### config.mk
export PLATFORM = sky130hd
export DESIGN_NAME = seg7_scan_ctrl
export DESIGN_NICKNAME = d
export VERILOG_FILES = /design/src/rtl/seg7_pkg.sv /design/src/rtl/hex_to_seg7.sv /design/src/rtl/seg7_scan_ctrl.sv
export SDC_FILE = /design/constraint.sdc
export NUM_CORES = 1
export LEC_CHECK = 0
export CAP_MARGIN = 40
export CORE_MARGIN = 2
export CORE_UTILIZATION = 51
export DETAILED_ROUTE_END_ITERATION = 10
export HOLD_SLACK_MARGIN = 0.15
export PLACE_DENSITY_LB_ADDON = 0.2
export REMOVE_ABC_BUFFERS = 1
export SLEW_MARGIN = 30
export SYNTH_ARGS = -nofsm -noshare
export SYNTH_HDL_FRONTEND = slang
export SYNTH_SLANG_ARGS = --single-unit
### constraint.sdc
create_clock -name clk -period 11.2 [get_ports clk]
set_input_delay 2.24 -clock clk [delete_from_list [all_inputs] [get_ports clk]]
set_output_delay 2.24 -clock clk [all_outputs]
set_load 0.02 [all_outputs]
### src/rtl/seg7_pkg.sv
`default_nettype none
// +----------------------------------------------------------------------------+
// | seg7_pkg : shared constants for the 7-segment scan controller              |
// | rev 1.0                                                                    |
// +----------------------------------------------------------------------------+
package seg7_pkg;

  localparam logic [1:0] ST_IDLE  = 2'd0;
  localparam logic [1:0] ST_BLANK = 2'd1;
  localparam logic [1:0] ST_SHOW  = 2'd2;

  localparam logic [6:0] SEG_BLANK = 7'h7F;

  // Active-low {g,f,e,d,c,b,a}; entry 0 is the rightmost element.
  localparam logic [15:0][6:0] SEG_TABLE = {
    7'h0E, 7'h06, 7'h21, 7'h46, 7'h03, 7'h08, 7'h10, 7'h00,
    7'h78, 7'h02, 7'h12, 7'h19, 7'h30, 7'h24, 7'h79, 7'h40
  };

endpackage
`default_nettype wire

### src/rtl/hex_to_seg7.sv
`default_nettype none
// +----------------------------------------------------------------------------+
// | hex_to_seg7 : combinational hex nibble to active-low segment decoder       |
// | rev 1.0                                                                    |
// +----------------------------------------------------------------------------+
module hex_to_seg7
  import seg7_pkg::*;
(
  input  logic [3:0] nibble,
  output logic [6:0] seg_n
);

  assign seg_n = SEG_TABLE[nibble];

endmodule
`default_nettype wire

### src/rtl/seg7_scan_ctrl.sv
`default_nettype none
// +----------------------------------------------------------------------------+
// | seg7_scan_ctrl : multiplexed common-anode 7-segment scanner with blanking  |
// | guard and frame-aligned data swap. Option macro: LEADING_ZERO_BLANK_EN     |
// | rev 1.0                                                                    |
// +----------------------------------------------------------------------------+
module seg7_scan_ctrl
  import seg7_pkg::*;
#(
  parameter int NUM_DIGITS   = 4,
  parameter int REFRESH_DIV  = 50000,
  parameter int BLANK_CYCLES = 16
) (
  input  logic                      clk,
  input  logic                      rst,
  input  logic                      enable,
  input  logic                      load,
  input  logic [4*NUM_DIGITS-1:0]   digit_data,
  input  logic [NUM_DIGITS-1:0]     dp_in,
  output logic [6:0]                seg_n,
  output logic                      dp_n,
  output logic [NUM_DIGITS-1:0]     dig_n,
  output logic                      frame_done
);

  localparam int CW = $clog2(REFRESH_DIV);
  localparam int IW = $clog2(NUM_DIGITS);
  localparam logic [CW-1:0] CNT_LAST   = CW'(REFRESH_DIV - 1);
  localparam logic [CW-1:0] BLANK_LAST = CW'(BLANK_CYCLES - 1);
  localparam logic [IW-1:0] IDX_LAST   = IW'(NUM_DIGITS - 1);

  logic [1:0]              state_q, state_d;
  logic [IW-1:0]           idx_q, idx_d;
  logic [CW-1:0]           cnt_q, cnt_d;
  logic [4*NUM_DIGITS-1:0] pend_data_q, pend_data_d, disp_data_q, disp_data_d;
  logic [NUM_DIGITS-1:0]   pend_dp_q, pend_dp_d, disp_dp_q, disp_dp_d;
  logic [6:0]              seg_n_q, seg_n_d;
  logic                    dp_n_q, dp_n_d;
  logic [NUM_DIGITS-1:0]   dig_n_q, dig_n_d;
  logic                    frame_done_q, frame_done_d;
  logic                    copy;
  logic [3:0]              cur_nibble;
  logic [6:0]              dec_seg_n;
  logic [NUM_DIGITS-1:0]   blank_mask;

  always_comb begin
    state_d = state_q;
    idx_d   = idx_q;
    cnt_d   = cnt_q;
    copy    = 1'b0;
    if (!enable) begin
      state_d = ST_IDLE;
      idx_d   = '0;
      cnt_d   = '0;
    end else begin
      case (state_q)
        ST_IDLE: begin
          state_d = ST_BLANK;
          idx_d   = '0;
          cnt_d   = '0;
          copy    = 1'b1;
        end
        ST_BLANK: begin
          cnt_d = cnt_q + CW'(1);
          if (cnt_q == BLANK_LAST) state_d = ST_SHOW;
        end
        ST_SHOW: begin
          if (cnt_q == CNT_LAST) begin
            cnt_d   = '0;
            state_d = ST_BLANK;
            if (idx_q == IDX_LAST) begin
              idx_d = '0;
              copy  = 1'b1;
            end else begin
              idx_d = idx_q + IW'(1);
            end
          end else begin
            cnt_d = cnt_q + CW'(1);
          end
        end
        default: begin
          state_d = ST_IDLE;
          idx_d   = '0;
          cnt_d   = '0;
        end
      endcase
    end
  end

  // A load coinciding with the frame swap goes straight to the display.
  always_comb begin
    pend_data_d = load ? digit_data : pend_data_q;
    pend_dp_d   = load ? dp_in      : pend_dp_q;
    disp_data_d = copy ? pend_data_d : disp_data_q;
    disp_dp_d   = copy ? pend_dp_d   : disp_dp_q;
  end

  assign cur_nibble = disp_data_d[{idx_d, 2'b00} +: 4];

  hex_to_seg7 u_dec (
    .nibble (cur_nibble),
    .seg_n  (dec_seg_n)
  );

`ifdef LEADING_ZERO_BLANK_EN
  logic lead_zero;
  always_comb begin
    lead_zero  = 1'b1;
    blank_mask = '0;
    for (int k = NUM_DIGITS - 1; k >= 1; k--) begin
      lead_zero     = lead_zero && (disp_data_d[4*k +: 4] == 4'h0) && !disp_dp_d[k];
      blank_mask[k] = lead_zero;
    end
  end
`else
  assign blank_mask = '0;
`endif

  // Outputs are decoded from next-state values so the registered pins line up with state.
  always_comb begin
    seg_n_d      = SEG_BLANK;
    dp_n_d       = 1'b1;
    dig_n_d      = '1;
    frame_done_d = 1'b0;
    if (state_d == ST_SHOW) begin
      dig_n_d      = ~({{(NUM_DIGITS-1){1'b0}}, 1'b1} << idx_d);
      dp_n_d       = ~disp_dp_d[idx_d];
      frame_done_d = (idx_d == IDX_LAST) && (cnt_d == CNT_LAST);
      if (!blank_mask[idx_d]) seg_n_d = dec_seg_n;
    end
  end

  always_ff @(posedge clk) begin
    if (rst) begin
      state_q      <= enable ? ST_BLANK : ST_IDLE;
      idx_q        <= '0;
      cnt_q        <= '0;
      pend_data_q  <= '0;
      pend_dp_q    <= '0;
      disp_data_q  <= '0;
      disp_dp_q    <= '0;
      seg_n_q      <= SEG_BLANK;
      dp_n_q       <= 1'b1;
      dig_n_q      <= '1;
      frame_done_q <= 1'b0;
    end else begin
      state_q      <= state_d;
      idx_q        <= idx_d;
      cnt_q        <= cnt_d;
      pend_data_q  <= pend_data_d;
      pend_dp_q    <= pend_dp_d;
      disp_data_q  <= disp_data_d;
      disp_dp_q    <= disp_dp_d;
      seg_n_q      <= seg_n_d;
      dp_n_q       <= dp_n_d;
      dig_n_q      <= dig_n_d;
      frame_done_q <= frame_done_d;
    end
  end

  assign seg_n      = seg_n_q;
  assign dp_n       = dp_n_q;
  assign dig_n      = dig_n_q;
  assign frame_done = frame_done_q;

endmodule
`default_nettype wire

-- Yosys cells after proc, flatten, opt, wreduce, memory -nomap -nowiden
Memories as Yosys holds them, arrays and structs flattened. A register that Yosys moved wholly into a read port is not among the register bits.
Cells that the tools add are included.
- word-level logic and storage cells: 56
- memories: 1
- output and inout port bits: 13
- register bits after elaboration: 66
- memory bits (read-only): 112
- memory list (name ; words ; bits a word ; read ports ; clocked after memory_dff ; write ports ; line ; source):
    (name not given) ; 16 ; 7 ; 1 ; 1 ; 0 ; hex_to_seg7.sv:13 ; assign seg_n = SEG_TABLE[nibble];
- shift-type cells: 2
- bitwise operators: 3
- multiplexer cells: 25
- add/subtract/negate cells: 2
- reduce and logical (&&, ||, !) cells: 4
- $lt $le $gt $ge: 1
- eq/ne operators: 8
- operator list (cell ; number):
    16-bit two-way mux ; 4
    16-bit == test (second input constant) ; 2
    16-bit one-hot mux with 2 select lines ; 1
    16-bit by 1-bit adder with 16-bit output (second input constant) ; 1
    16-bit by 4-bit == test with 1-bit output (second input constant) ; 1
    16-bit by 5-bit variable part select with 4-bit output ; 1
    2-bit two-way mux ; 7
    2-bit == test (second input constant) ; 4
    4-bit two-way mux ; 2
    1-bit two-way mux ; 6
    2-bit one-hot mux with 3 select lines ; 1
    1-bit binary-select mux with 2-bit select ; 2
    4-bit inverter ; 1
    2-bit one-hot mux with 2 select lines ; 1
    1-bit by 2-bit << shifter with 4-bit output (first input constant) ; 1
    2-bit by 3-bit < comparator with 1-bit output (second input constant) ; 1
    3-bit OR reduction ; 1
    2-bit by 1-bit adder with 2-bit output (second input constant) ; 1
    2-bit by 1-bit == test with 1-bit output (second input constant) ; 1
    2-bit logical NOT ; 1
    1-bit inverter ; 2
    1-bit one-hot mux with 2 select lines ; 1
    2-bit OR reduction ; 1
    1-bit logical AND ; 1

-- Depth between registers and ports, before layout
Gate-level depths: netlist of the first run.
- depth after elaboration: 9
- mapped depth: 15
- depth with buffers taken out: 13

-- Hierarchy
From an unflattened synthesis of the first run, not the netlist that was laid out.
- cells, all modules: 401
- area total of the unflattened synthesis: 3686.0 µm²
- by module, submodules not included (module ; cells each ; area an instance (µm²) ; times used):
    seg7_scan_ctrl ; 370 ; 3424.5 ; 1
    hex_to_seg7 ; 31 ; 261.5 ; 1

-- Worst setup path after synthesis of the first run
No wires, ideal clock.
- path kind: input-to-reg
- start point: input port load
- end point: register seg_n_q[3] (netlist: seg_n[3])
- stages on the path: 11
- required time: 11.064 ns
- path slack: 6.224 ns
- path buffers: 2
- data arrival time: 4.840 ns
- path through: clkbuf_1 clkbuf_1 mux2_2 mux2i_1 o22ai_1 a221oi_1 inv_1 ha_1 o21ai_0 o2111a_1 a31oi_1
- longest elaborated chain between the ends: 3
- ends and longest elaborated chain (what ; line ; source):
    start, declared ; seg7_scan_ctrl.sv:17 ; input logic load,
    16-bit two-way mux ; seg7_scan_ctrl.sv:92 ; pend_data_d = load ? digit_data : pend_data_q;
    16-bit two-way mux ; seg7_scan_ctrl.sv:94 ; disp_data_d = copy ? pend_data_d : disp_data_q;
    16-bit by 5-bit variable part select with 4-bit output ; seg7_scan_ctrl.sv:98 ; assign cur_nibble = disp_data_d[{idx_d, 2'b00} +: 4];
    end, declared ; seg7_scan_ctrl.sv:37 ; logic [6:0] seg_n_q, seg_n_d;
Every way passes these cells.
A chain may end at the register's enable or synchronous reset.

-- Final worst setup path of the first run
- start point: input port enable
- end point: register seg_n_q[3] (netlist: seg_n[3])
- longest elaborated chain between the ends: 4
- elaborated cells between the ends (all ways): 10
- classes of those cells: eq/ne: 1; shift: 1; mux: 6; bitwise: 1; reduce/logical: 1
- ends and longest elaborated chain (what ; line ; source):
    start, declared ; seg7_scan_ctrl.sv:16 ; input logic enable,
    parallel branches: the longest is 4 deep, another holds 16-bit two-way mux ; n/a ;
Parallel ways; which one is timed is not known. The select of a mux whose other input is x is not followed.

==> impl_metrics.tcl, run 1 <==
set metrics [dict create \
    layout_common_cells "dfxtp_1 (73), nor2_1 (57), clkdlybuf4s50_1 (36), mux2i_1 (26), nand2_1 (20)" \
    peakVddDrop_mv 0.0682 \
    grt_max_degree 47 \
    groute.usage.overall 0.192 \
    layout_commonest_cell "dfxtp_1" \
    cts_resized 0 \
    ant_nets 0 \
    dr_total_vias 2692 \
    synth_cells 375 \
    whs_ps 462 \
    start_util 0.534 \
    fin_setup_tns_ps 0 \
    stdcell_count 486 \
    critPathMaxFanout 18 \
    criticalPathCategory "in2reg" \
    r2r-end "seg_n[3]$_SDFF_PP1_" \
    rr_worst_depth 12 \
    drc 0 \
    leakage_nw 1.53 \
    period_share 0.476 \
    cts_tree "yes" \
    cp-start-kind "input pin" \
    post-route-min-period_ps 5330 \
    fp.dieW_um 86.2 \
    syn_avg_cell_area_um2 9.20 \
    grt_setup_unrepaired "false" \
    wl_per_cell_um 13.8 \
    crit_buf_inv 3 \
    grt_pass1_wl_mm 11.5 \
    clock_path_buffers 2 \
    synth_edf_count 0 \
    clk_latency_ps 360 \
    cts.clk_slew.worst_paths_ps 80 \
    yosys_warnings 0 \
    die_area_um2 7440 \
    routabilityCongestion 0.893 \
    crit_end "seg_n[3]$_SDFF_PP1_" \
    crit_required_ps 11420 \
    synth_flop_cell "dfxtp_1" \
    coreArea_um2 6460 \
    cp_num_cells 12 \
    powerDensity_nw_per_um2 128 \
    num_rows 29 \
    hold_path.class "reg2reg" \
    synth-seq-cells 73 \
    io_pins 37 \
    cpMaxStageDelayCell "clkdlybuf4s50_1" \
    worst_path_dominant_cell_family "compound AO/OA/AOI/OAI gates" \
    avgViaCountPerCell 5.54 \
    drive_above_1_share 0.103 \
    grt_pass1_vias 2627 \
    gr-total-overflow 0 \
    r2r_slack_ps 7020 \
    syn2layout_area_growth_pct 16.1 \
    wirelength_mm 6.68 \
    max_freq_ghz 0.187 \
    netlist_area_um2 3450 \
    critical_path.max_stage_delay_ps 610 \
    clock_skew_ps 15.8 \
    drtPass1Iterations 4 \
    finalCoreUtilization 0.620 \
    final_max_slew_viol_count 0 \
    drv_cap 0 \
    root_buffer "clkbuf_8" \
    place_inst 470 \
    die_h_um 86.2 \
    end_kind "flop" \
    hold_violations 0 \
    crit_start "enable" \
    async_flop_share 0 \
    antenna_found_initial 0 \
    setup_violations 0 \
    tightest_slew_ps 764 \
    path_cells "clkdlybuf4s50_1, nand3_1, o31ai_4, buf_4, mux2i_1, o22ai_1, a221oi_2, inv_2, ha_1, o21ai_0, o2111a_1, a31oi_1" \
    holdBufCountCts 0 \
    post-cts-setup-buffers 0 \
    status "completed" \
    htreeDepth 3 \
    synthDistinctLibCells 53 \
    r2r-start "cnt_q[4]$_SDFF_PP0_" \
    numClockSinks 73 \
    hp-start "cnt_q[0]$_SDFF_PP0_" \
    slew_headroom 0.491 \
    worstPathArrival_ps 5550 \
    yosysSeqAreaShare 0.424 \
    antenna_cells 0 \
    drt_iter0_drc 105 \
    nNetsFinal 440 \
    numCtsBuffers 9 \
    port_buffers 36 \
    hpwl_mm 4.75 \
]
-- sequential cells by signal, summed over array words and instances, names as in the netlist --
| name | flops |
|---|---|
| cnt_q | 16 |
| dig_n | 4 |
| disp_data_q | 16 |
| disp_dp_q | 4 |
| dp_n | 1 |
| frame_done | 1 |
| idx_q | 2 |
| pend_data_q | 16 |
| pend_dp_q | 4 |
| seg_n | 7 |
| state_q | 2 |
-- worst min-delay path by stage --
stage                          end  cells past startpoint
2_1_floorplan  cnt_q[0]$_SDFF_PP0_                      1
3_3_place_gp   cnt_q[0]$_SDFF_PP0_                      1
3_5_place_dp   cnt_q[0]$_SDFF_PP0_                      1
4_1_cts        cnt_q[0]$_SDFF_PP0_                      1
5_1_grt        cnt_q[0]$_SDFF_PP0_                      1
6_report       cnt_q[0]$_SDFF_PP0_                      1
-- Yosys cell counts (2+ instances only) --
cell type  count  area (µm²)
inv_1          7        26.3
nand2b_1       2        12.5
nor3b_1        3        22.5
a31oi_1        3        18.8
and2_1         2        12.5
a21oi_1       12        60.1
or4_1          3        22.5
o221ai_1       4        35.0
dfxtp_1       73        1460
nor2_1        57         214
and3_1         4        25.0
mux2i_1       26         260
nand4_1        6        37.5
o21a_1         2        15.0
or2_2          3        18.8
nor3_1        10        50.1
clkbuf_1      17        63.8
nor2b_1       19         119
mux2_2        12         135
xnor2_1        8        70.1
xor2_1         9        78.8
o21ai_0        9        45.0
ha_1          12         150
nand3_1       13        65.1
or3_1          3        18.8
nand2_1       20        75.1
buf_6          4        45.0
o22ai_1        7        43.8
-- routing by layer --
metal	share of wire	global-route usage
met3	0.045	0.0400
met5	0	0
met4	0.019	0.0852
met2	0.46	0.319
met1	0.48	0.242
-- cells by family (layout without fill, tap and decap cells) --
| family | after synthesis | count (layout) | share of synthesized area |
|---|---|---|---|
| mux | 38 | 38 | 0.115 |
| flops | 73 | 73 | 0.424 |
| buf+inv | 30 | 64 | 0.0424 |
| compound gates | 53 | 53 | 0.110 |
| fa+ha+maj | 12 | 12 | 0.0435 |
| xor+xnor | 17 | 17 | 0.0432 |
| simple gates | 152 | 152 | 0.222 |
-- power by group --
group          internal (mW)  switching, mW  leakage [nW]  total (mW)
clock                 0.0845          0.106        0.0888       0.191
combinational         0.0256         0.0272         0.849      0.0528
sequential             0.268        0.00239         0.596       0.271
total                  0.378          0.136          1.53       0.514
-- through the flow --
stage               worst slack (ps)  instance area [µm²]  power [mW]
floorplan                       6330                 3330       0.309
global placement                5590                 3810       0.328
detailed placement              5490                 3820       0.330
CTS                             5870                 4010       0.521
global route                    5610                 4010       0.539
finish                          5870                 4010       0.514
-- layout make-up --
cell class	instances	area, µm²
clock buffers	9	124
clock inverters	7	61.3
fillers	577	2450
inverters	8	30.0
multi-input cells	272	1840
flip-flops and latches	73	1460
well taps	77	96.3
repair buffers	40	390
(Power assumes the default switching activity.)
==> inputs of run 2 (changes only) <==
==> constraint.sdc (replaced) <==
create_clock -name clk -period 5.12 [get_ports clk]
set_input_delay 1.024 -clock clk [delete_from_list [all_inputs] [get_ports clk]]
set_output_delay 1.024 -clock clk [all_outputs]
set_load 0.02 [all_outputs]
==> impl_metrics.tcl, run 2 (same netlist as run 1, synthesis figures left out) <==
set metrics [dict create \
    antenna_found_initial 0 \
    io_pins 37 \
    avgViaCountPerCell 5.54 \
    num_rows 29 \
    power_mw 1.22 \
    design_area_um2 4050 \
    hpwl_mm 4.93 \
    finalCoreUtilization 0.627 \
    fp.dieW_um 86.2 \
    peakVddDrop_mv 0.189 \
    status "completed" \
    cts_tree "yes" \
    die_area_um2 7440 \
    post-cts-setup-buffers 0 \
    post-route-min-period_ps 3820 \
    detailedPlace.worstSlack_ps 1020 \
    drtPass1Iterations 4 \
    top_regs "cnt_q (16), disp_data_q (16), pend_data_q (16)" \
    placed_area_um2 3830 \
    max_freq_ghz 0.262 \
    antenna_cells 0 \
    cts.clk_slew.worst_paths_ps 80 \
    period_share 0.746 \
    drc 0 \
    final_max_slew_viol_count 0 \
    layout_common_cells "dfxtp_1 (73), nor2_1 (57), clkdlybuf4s50_1 (36), mux2i_1 (26), nand2_1 (20)" \
    grt_pass1_wl_mm 11.8 \
    wirelength_mm 6.95 \
    leakage_nw 1.56 \
    tightest_slew_ps 661 \
    nNetsFinal 441 \
    gr-total-overflow 0 \
    setup_violations 0 \
    root_buffer "clkbuf_8" \
    syn2layout_area_growth_pct 17.4 \
    drive_above_1_share 0.105 \
    cp-start-kind "flop" \
    drv_cap 0 \
    stdcell_count 487 \
    coreArea_um2 6460 \
    start_util 0.534 \
    grt_pass1_vias 2619 \
    hold_violations 0 \
    wl_per_cell_um 14.3 \
    cts_resized 0 \
    crit_required_ps 5400 \
    clk_latency_ps 350 \
    drt_iter0_drc 184 \
    die_h_um 86.2 \
    grt_setup_unrepaired "false" \
    critPathMaxFanout 28 \
    place_inst 471 \
    fin_setup_tns_ps 0 \
    layout_commonest_cell "dfxtp_1" \
    ant_nets 0 \
    numCtsBuffers 9 \
    powerDensity_nw_per_um2 301 \
    groute.usage.overall 0.202 \
    r2r_slack_ps 1300 \
    numClockSinks 73 \
    criticalPathCategory "reg2reg" \
    end_kind "flop" \
    worstPathArrival_ps 4100 \
    hold_path.class "reg2reg" \
    slew_headroom 0.560 \
    htreeDepth 3 \
    holdBufCountCts 0 \
    layout_setup_ws_ps 1300 \
    whs_ps 468 \
    clock_path_buffers 2 \
    port_buffers 36 \
    clock_skew_ps 11.9 \
    grt_max_degree 46 \
    dr_total_vias 2696 \
    routabilityCongestion 0.879 \
]
## run 2: routing by layer
metal | vias to the layer above | part of all wire | wire, µm | track usage
met5 | - | 0 | 0 | 0
met1 | 1260 | 0.48 | 3360 | 0.265
met4 | 0 | 0.016 | 108 | 0.0952
met3 | 10 | 0.040 | 279 | 0.0381
met2 | 52 | 0.46 | 3200 | 0.324
li1 | 1374 | - | - | -
## run 2: worst paths after layout
check / startpoint / cells after the start / endpoint
min: cnt_q[0]$_SDFF_PP0_ / 1 / cnt_q[0]$_SDFF_PP0_
min reg2reg: cnt_q[0]$_SDFF_PP0_ / 1 / cnt_q[0]$_SDFF_PP0_
max reg2reg: cnt_q[4]$_SDFF_PP0_ / 10 / seg_n[3]$_SDFF_PP1_
max: cnt_q[4]$_SDFF_PP0_ / 10 / seg_n[3]$_SDFF_PP1_
## run 2: power breakdown
| group | internal (mW) | switching [mW] | total [mW] |
|---|---|---|---|
| Clock | 0.278 | 0.228 | 0.507 |
| Sequential | 0.587 | 0.00520 | 0.592 |
| Combinational | 0.0568 | 0.0621 | 0.119 |
## run 2: cell type report
| cell class | count | area (µm²) |
|---|---|---|
| repair buffers | 41 | 398 |
| inverters | 8 | 30.0 |
| clock buffers | 9 | 124 |
| well taps | 77 | 96.3 |
| fillers | 586 | 2410 |
| flip-flops and latches | 73 | 1460 |
| multi-input cells | 272 | 1840 |
| clock inverters | 7 | 100 |
## run 2: worst max-delay path: stages (launching register included)
cell and delay [ps]:
dfxtp_1 380, or4_4 580, or3b_1 520, o31ai_4 240, buf_4 350, mux2i_1 300
o22ai_1 120, a221oi_2 530, ha_1 370, o2111a_1 240, a31oi_1 120
==> inputs of run 3 (changes only) <==
==> constraint.sdc (replaced) <==
create_clock -name clk -period 3.3 [get_ports clk]
set_input_delay 0.66 -clock clk [delete_from_list [all_inputs] [get_ports clk]]
set_output_delay 0.66 -clock clk [all_outputs]
set_load 0.02 [all_outputs]
==> impl_metrics.tcl, run 3 (same netlist as run 1, synthesis figures left out) <==
set metrics [dict create \
    slew_headroom 0.601 \
    cpMaxStageDelayCell "or4_4" \
    ant_nets 0 \
    end_kind "flop" \
    wl_per_cell_um 16.0 \
    groute.usage.overall 0.209 \
    drc 0 \
    grt_max_degree 46 \
    path_cells "or4_4, or3b_4, o31ai_4, buf_12, mux2i_4, o22ai_2, a221oi_2, buf_4, inv_4, ha_4, mux2i_1, o221ai_1" \
    crit_buf_inv 3 \
    criticalPathCategory "reg2reg" \
    critical_path.max_stage_delay_ps 540 \
    grt_pass1_vias 2606 \
    syn2layout_area_growth_pct 32.9 \
    layout_setup_ws_ps -102 \
    hold_path_depth 1 \
    setup_violations 6 \
    avgViaCountPerCell 5.55 \
    post-route-min-period_ps 3400 \
    fin_setup_tns_ps -329 \
    drtPass1Iterations 4 \
    num_rows 29 \
    die_h_um 86.2 \
    clk_latency_ps 370 \
    coreArea_um2 6460 \
    drt_iter0_drc 186 \
    io_pins 37 \
    detailedPlace.worstSlack_ps -123 \
    layout_commonest_cell "dfxtp_1" \
    hpwl_mm 5.24 \
    drv_cap 0 \
    antenna_cells 0 \
    htreeDepth 3 \
    peakVddDrop_mv 0.327 \
    hold_path.class "reg2reg" \
    placed_area_um2 4000 \
    period_share 1.03 \
    hold_violations 0 \
    clock_skew_ps 9.61 \
    r2r_slack_ps -100 \
    powerDensity_nw_per_um2 408 \
    drive_above_1_share 0.241 \
    dr_total_vias 2862 \
    top_regs "cnt_q (16), disp_data_q (16), pend_data_q (16)" \
    critPathMaxFanout 8 \
    routabilityCongestion 0.861 \
    holdBufCountCts 0 \
    nNetsFinal 470 \
    clock_path_buffers 2 \
    worst_path_dominant_cell_family "simple AND/OR/NAND/NOR gates" \
    hp-start "cnt_q[0]$_SDFF_PP0_" \
    crit_required_ps 3520 \
    port_buffers 36 \
    r2r-end "seg_n[5]$_SDFF_PP1_" \
    cts_tree "yes" \
    worstPathArrival_ps 3620 \
    rr_worst_depth 12 \
    tightest_slew_ps 592 \
    r2r-start "cnt_q[10]$_SDFF_PP0_" \
    numClockSinks 73 \
    antenna_found_initial 0 \
    layout_common_cells "dfxtp_1 (72), nor2_1 (56), clkdlybuf4s50_1 (36), buf_4 (27), nand2_1 (20)" \
    die_area_um2 7440 \
    stdcell_count 516 \
    wirelength_mm 8.24 \
    design_area_um2 4580 \
    root_buffer "clkbuf_8" \
    final_max_slew_viol_count 0 \
    grt_setup_unrepaired "true" \
    numCtsBuffers 9 \
    status "complete, but fails checks" \
    max_freq_ghz 0.294 \
    place_inst 491 \
    cp_num_cells 12 \
    cp-start-kind "flop" \
    leakage_nw 1.72 \
    gr-total-overflow 0 \
    fp.dieW_um 86.2 \
    violations "negative setup slack" \
    grt_pass1_wl_mm 12.0 \
    cts.clk_slew.worst_paths_ps 80 \
    start_util 0.534 \
    hold-path-endpoint "cnt_q[0]$_SDFF_PP0_" \
]
==> run 3: cell count changes in the layout (fill, tap and decap cells not counted), sizes merged <==
cell / previous run / this run
bufinv: 2 / 0
clkinv: 3 / 2
clkinvlp: 0 / 2
buf: 5 / 34
inv: 10 / 11
==> run 3: cell type report <==
class,instances,area [µm²]
Multi-Input combinational cell,272,2130
Tap cell,77,96.3
Sequential cell,73,1460
Clock buffer,9,124
Timing Repair Buffer,70,676
Clock inverter,7,61.3
Fill cell,481,1870
Inverter,8,35.0
==> run 3: power breakdown <==
group	internal [mW]	leakage [nW]	total (mW)	switching [mW]
clock	0.285	0.0884	0.675	0.390
sequential	0.910	0.596	0.922	0.0116
combinational	0.142	1.04	0.275	0.133
==> run 3: through the flow <==
stage / hold slack [ps] / power (mW) / util
after CTS: 467 / 1.81 / 0.659
final: 462 / 1.87 / 0.710
after floorplan: 426 / 1.05 / -
after global routing: 492 / 1.94 / 0.710
after global placement: 439 / 1.13 / 0.620
after detailed placement: 447 / 1.14 / 0.620
==> run 3: layer usage <==
metal / vias up / GRT usage / wire length, µm
li1: 1427 / - / -
met3: 13 / 0.0562 / 288
met1: 1359 / 0.273 / 3730
met4: 0 / 0.0810 / 176
met2: 63 / 0.332 / 4040
met5: - / 0 / 0
==> run 3: how the worst max path moves through the flow <==
stage	from	end
after CTS	cnt_q[4]$_SDFF_PP0_	seg_n[3]$_SDFF_PP1_
after detailed placement	enable	seg_n[3]$_SDFF_PP1_
after floorplan	cnt_q[4]$_SDFF_PP0_	seg_n[3]$_SDFF_PP1_
final	cnt_q[10]$_SDFF_PP0_	seg_n[5]$_SDFF_PP1_
after global placement	enable	seg_n[5]$_SDFF_PP1_
after global routing	cnt_q[10]$_SDFF_PP0_	seg_n[5]$_SDFF_PP1_
==> run 3: repair_timing <==
item,CTS,global route
setup endpoints to repair,6,6
pin swaps,1,14
cloned,1,0
gates resized for setup,6,52
setup buffers,3,5
